==> src/rtl/goal_detector.sv <==
// Goal detector: watches the ball centre once per frame, flags a goal, freezes play for a
// fixed number of frames, then waits for the ball to leave both goal mouths before re-arming.
module goal_detector #(
   parameter int unsigned ballWidth   = 32,
   parameter int unsigned ballHeight  = 64,
   parameter int unsigned goalWidth   = 32,
   parameter int unsigned ourGoalX    = 603,
   parameter int unsigned oppGoalX    = 32,
   parameter int unsigned goalTopY    = 205,
   parameter int unsigned goalBottomY = 269,
   parameter int unsigned HOLD_FRAMES = 120
) (
   input  logic        clk,
   input  logic        resetN,
   input  logic        startOfFrame,
   input  logic        gameActive,
   input  logic        ballValid,
   input  logic [10:0] ballTopLeftX,
   input  logic [10:0] ballTopLeftY,
   output logic [1:0]  goalWasScored,
   output logic        freezeGame,
   output logic        ballResetReq
);

   typedef enum logic [1:0] {StArmed, StHold, StWaitClear} state_e;

   localparam logic [11:0] HalfW    = 12'(ballWidth / 2);
   localparam logic [11:0] HalfH    = 12'(ballHeight / 2);
   localparam logic [11:0] OppLo    = 12'(oppGoalX);
   localparam logic [11:0] OppHi    = 12'(oppGoalX + goalWidth);
   localparam logic [11:0] OurLo    = 12'(ourGoalX);
   localparam logic [11:0] OurHi    = 12'(ourGoalX + goalWidth);
   localparam logic [11:0] TopY     = 12'(goalTopY);
   localparam logic [11:0] BotY     = 12'(goalBottomY);
   localparam logic [7:0]  HoldInit = 8'(HOLD_FRAMES);

   state_e      state_q, state_d;
   logic [7:0]  cnt_q, cnt_d;
   logic [1:0]  goal_q, goal_d;
   logic        rst_req_q, rst_req_d;

   logic [11:0] cx, cy;
   logic        in_y, in_opp, in_our;

   // 12-bit sums cannot overflow from 11-bit coordinates plus half a sprite
   assign cx = {1'b0, ballTopLeftX} + HalfW;
   assign cy = {1'b0, ballTopLeftY} + HalfH;

   assign in_y   = (cy >= TopY) && (cy <= BotY);
   assign in_opp = (cx >= OppLo) && (cx < OppHi) && in_y;
   assign in_our = (cx >= OurLo) && (cx < OurHi) && in_y;

   always_comb begin
      state_d   = state_q;
      cnt_d     = cnt_q;
      goal_d    = 2'b00;
      rst_req_d = 1'b0;
      if (startOfFrame) begin
         case (state_q)
            StArmed: begin
               if (gameActive && ballValid && (in_opp || in_our)) begin
                  state_d = StHold;
                  cnt_d   = HoldInit;
                  goal_d  = in_opp ? 2'b01 : 2'b10;
               end
            end
            StHold: begin
               if (cnt_q == 8'd1) begin
                  state_d   = StWaitClear;
                  rst_req_d = 1'b1;
                  cnt_d     = 8'd0;
               end else if (cnt_q != 8'd0) begin
                  cnt_d = cnt_q - 8'd1;
               end
            end
            StWaitClear: begin
               if (ballValid && !in_opp && !in_our) begin
                  state_d = StArmed;
               end
            end
            default: state_d = StArmed;
         endcase
      end
   end

   always_ff @(posedge clk or negedge resetN) begin
      if (!resetN) begin
         state_q   <= StArmed;
         cnt_q     <= 8'd0;
         goal_q    <= 2'b00;
         rst_req_q <= 1'b0;
      end else begin
         state_q   <= state_d;
         cnt_q     <= cnt_d;
         goal_q    <= goal_d;
         rst_req_q <= rst_req_d;
      end
   end

   assign goalWasScored = goal_q;
   assign ballResetReq  = rst_req_q;
   assign freezeGame    = (state_q != StArmed);

endmodule

==> config.mk <==
export PLATFORM = sky130hd
export DESIGN_NAME = goal_detector
export DESIGN_NICKNAME = d
export VERILOG_FILES = /design/src/rtl/goal_detector.sv
export SDC_FILE = /design/constraint.sdc
export NUM_CORES = 1
export LEC_CHECK = 0
export ABC_AREA = 0
export CELL_PAD_IN_SITES_DETAIL_PLACEMENT = 1
export CELL_PAD_IN_SITES_GLOBAL_PLACEMENT = 1
export CORE_ASPECT_RATIO = 0.6
export CORE_MARGIN = 5
export CORE_UTILIZATION = 35
export CTS_CLUSTER_DIAMETER = 100
export DETAILED_ROUTE_END_ITERATION = 8
export PLACE_DENSITY = 0.85
export SLEW_MARGIN = 10
export SYNTH_ARGS = -nofsm -noshare
export SYNTH_HDL_FRONTEND = slang
export SYNTH_SLANG_ARGS = --single-unit
export TNS_END_PERCENT = 100
==> constraint.sdc <==
create_clock -name clk -period 3 [get_ports clk]
set_clock_uncertainty 0.15 [all_clocks]
set_input_delay 0.45 -clock clk [delete_from_list [all_inputs] [get_ports clk]]
set_output_delay 0.45 -clock clk [all_outputs]
set_load 0.01 [all_outputs]
==> run summary <==
In this run the power spent charging and discharging nets is 0.2214 mW. The run gives 2947 µm² as the core outline area. Category of the worst setup path launch point: a primary input. After synthesis the netlist holds a flip-flop and latch count of 13.

Across the VDD grid, the largest voltage drop is 0.1669 mV. The Yosys step of the flow raised 0 warnings. Timing would allow up to 0.3571 GHz. The number of enable-type register cells in the synthesized netlist is 0. The count of routing violations after the opening detailed-route iteration came out at 30. The largest individual stage delay along the critical path comes from the cell sky130_fd_sc_hd__a2111oi_0. Net switching is 35.11% of the power.

The number of antenna violations at the first check in global routing was 0; the chip height was 53.47 µm. The cell count after synthesis came out at 126. At the worst endpoint, the required time is 2.96 ns. For this run the aggregate overflow at the end of global routing stands at 0. The post-synthesis average cell area works out to 8.748 µm². After synthesis the cells add up to 1102 µm². Measured on the finished design, the core utilization comes to 51.13%. The routed design has 3445 µm of wire.

Clock-pin slew was measured on the worst setup and hold paths at 0.06 ns. Summing all multi-input logic gate instances after layout gives 723.2 µm². For this design, the sink count on the clock tree is 13. In this run the worst path has a maximum fanout of 4. The number of rows created at floorplan was 15. Top-area cell type share of the netlist area: 29.51%. Combinational cells account for 35.8% of the total power. The wire length of the first global-routing pass was 5595 µm. Headroom to the max-slew limit came out at 47.74%. Cells with a size suffix above 1 make up 13.66% of the layout.

Walking the worst path, the cells encountered are clkdlybuf4s50_1, ha_1, xnor2_1, a311o_1, mux2i_2, o2111ai_2, a2111oi_0, o22ai_1. The clock insertion delay at the later pin of the skew report came out at 0.24 ns. The tools report the relative contribution of the clock network to total power as 25.1%. Setup repair after global routing left no endpoint under its margin. The die covers 4409 µm².

TritonCTS built the clock tree. Dividing the detail-routed wire length by the instance count gives 16.97 µm. Counting every net in the synthesized netlist gives 160. The pre-antenna-repair detailed-routing pass consisted of 4 iterations. The tree is rooted in a sky130_fd_sc_hd__clkbuf_8. The placer's final routability congestion estimate came out at 0.7827.

In this run the static leakage power is 0.6114 nW. Power spread over the standard cell area amounts to 418.6 nW/µm². The run gives 0 as the count of final hold-check violations.

By startpoint and endpoint, the worst setup path is classified as primary input to register. Across the run, the number of max-cap violations was 0. The layout overhead on the synthesized area was 36.66%. Once the floorplan was initialized, standard cells occupied 37.41% of the core. The overall via count from detail_route came out at 1133. Summed over all nets, the half-perimeter wirelength after detailed placement is 2870 µm. The final net count was 196. The netlist uses 46 different library cells. Of the available clock period, the critical path in the final layout requires 93.34%. The number of gates resized after CTS was 0. The level count of the clock H-tree is 1, and the share of async-settable or async-resettable flops after synthesis is 100.0%. The share of total power dissipated in sequential elements is 39.1%. The run gives 29.51% as the sequential element share of the synthesized area.

Buffers inserted to repair hold after CTS numbered 0. The logs give 0 for the count of final setup violators and 0 for the count of antenna diodes in the layout. The time the final worst path needs with I/O delays and setup was 2.800 ns. By area the synthesized netlist is led by sky130_fd_sc_hd__dfrtp_1 30%, sky130_fd_sc_hd__ha_1 7.9%, sky130_fd_sc_hd__a21oi_1 3.6%. The number of pins exceeding their max-slew limit in the final report came out at 0. The number of buffers created by CTS was 3; the cell area after layout was 1506 µm². Post-CTS timing repair inserted 0 buffers for setup.

The number of placed instances, taps included, is 199. Entering global routing, the biggest net connects 14 pins. The overall routing resource usage came out at 17.00%.

In the routed layout, each cell is associated on average with a via count of 5.581. Predominant post-synthesis flop cell: sky130_fd_sc_hd__dfrtp_1. The number of port buffers was 30; the maximum buffer depth of the clock tree was 2. The run gives 2.76 ns as the critical path arrival. The die is 82.45 µm wide. The number of global-route vias before repair came out at 1196. The largest area contributor in the synthesized netlist is sky130_fd_sc_hd__dfrtp_1. For this design the top-level I/O count stands at 31. The total placed instance area came out at 1461 µm². In this run the remaining antenna-violating nets after routing total 0.

STA classifies the critical path endpoint as a register. The class of the tightest hold or removal check was register to register. On the worst path, the slowest cell contributes a delay of 0.45 ns. At the pin with the least slew margin, the transition time is 0.7768 ns.

The flip-flop and latch area was 325.3 µm²; the post-route DRC violation count was 0. Internal power comes to 0.4091 mW. Post-layout instance count excluding filler cells: 203. The filler cells instantiated in the layout total 356. The run finished with clean final reports.
-- area by class of cell --
cell class / count / area share (%)
multi-input cells: 101 / 48.01
flip-flops and latches: 13 / 21.59
repair buffers: 33 / 21.43
well taps: 42 / 3.488
clock buffers: 4 / 2.990
inverters: 10 / 2.492
-- power groups by stage --
stage	registers, mW	logic, mW	clock network, mW
floorplan	0.237	0.136	0
global placement	0.247	0.203	0
detailed placement	0.249	0.219	0
CTS	0.246	0.226	0.158
global route	0.252	0.244	0.172
finish	0.247	0.226	0.158
-- layer usage --
layer | vias up | GRT usage [%] | wire length (µm)
met2 | 30 | 30.05 | 1651
met3 | 2 | 4.082 | 137
met1 | 551 | 21.30 | 1636
met5 | - | 0 | 0
met4 | 0 | 2.486 | 19
li1 | 550 | - | -
-- registers in the layout (all words and copies together) (netlist names) --
signal,count
ballResetReq,1
cnt_q,8
goalWasScored,2
state_q,2
-- through the flow --
step / hold WS, ns / setup WS [ns] / TNS [ns] / power, mW
final: 0.4121 / 0.1997 / 0 / 0.6305
after CTS: 0.4122 / 0.2100 / 0 / 0.6302
after floorplan: 0.004409 / 0.5798 / 0 / 0.3731
after detailed placement: 0.3982 / -0.05589 / -0.05589 / 0.4677
after global routing: 0.4243 / 0.09676 / 0 / 0.6675
after global placement: 0.3790 / 0.1085 / 0 / 0.4491
-- critical path, delay by kind of cell --
kind / cells / cell delay (ns)
AO/OA/AOI/OAI: 4 / 1.18
XOR/XNOR: 1 / 0.16
adder cells (fa/ha/maj): 1 / 0.27
buffers and inverters: 1 / 0.44
multiplexers: 1 / 0.26
-- cell usage in the layout, fill, tap and decap left out, drive strengths merged, types with 2 or more instances in the layout --
| cell type | n |
|---|---|
| nor2 | 5 |
| nor3b | 2 |
| ha | 7 |
| o21ai | 3 |
| inv | 10 |
| nand3 | 8 |
| buf | 3 |
| dfrtp | 13 |
| nand3b | 2 |
| a21oi | 8 |
| a31oi | 4 |
| and2 | 2 |
| a31o | 3 |
| or2 | 2 |
| nand2 | 10 |
| clkdlybuf4s50 | 30 |
| a21o | 4 |
| nand4 | 4 |
| o211ai | 3 |
| nor2b | 2 |
| clkbuf | 4 |
| xnor2 | 2 |
| and3 | 2 |
| a211oi | 2 |
| nor4 | 3 |
| nor3 | 5 |
-- kinds of logic (layout without fill, tap and decap cells) --
| family | count (synthesis) | in the layout | synth area share (%) |
|---|---|---|---|
| simple gates | 52 | 52 | 26.56 |
| compound gates | 37 | 37 | 26.11 |
| flops | 13 | 13 | 29.51 |
| buf+inv | 12 | 47 | 4.881 |
| fa+ha+maj | 7 | 7 | 7.945 |
| xor+xnor | 3 | 3 | 2.384 |
| mux | 2 | 2 | 2.610 |
-- path summary, 6_finish.rpt --
check | from | end | slack, ns | cells after the start
max | ballTopLeftY[5] | cnt_q[6] | 0.20 | 8
min | cnt_q[1] | cnt_q[1] | 0.41 | 1
min reg2reg | cnt_q[1] | cnt_q[1] | 0.41 | 1
max in group asynchronous | resetN | cnt_q[2] | 1.86 | 1
max reg2reg | cnt_q[0] | cnt_q[3] | 0.45 | 8
min in group asynchronous | resetN | cnt_q[5] | 0.44 | 1
-- cell usage after synthesis, drive strengths merged, types with 2 or more instances --
cell type	count
buf	2
dfrtp	13
nand3	8
a211oi	2
a21oi	8
o211ai	3
nand4	4
nor2b	2
nor2	5
o21ai	3
and2	2
or2	2
nor4	3
a31o	3
and3	2
nand3b	2
ha	7
nor3	5
inv	10
nor3b	2
a21o	4
a31oi	4
nand2	10
xnor2	2
Power figures use the tool's default switching activity.
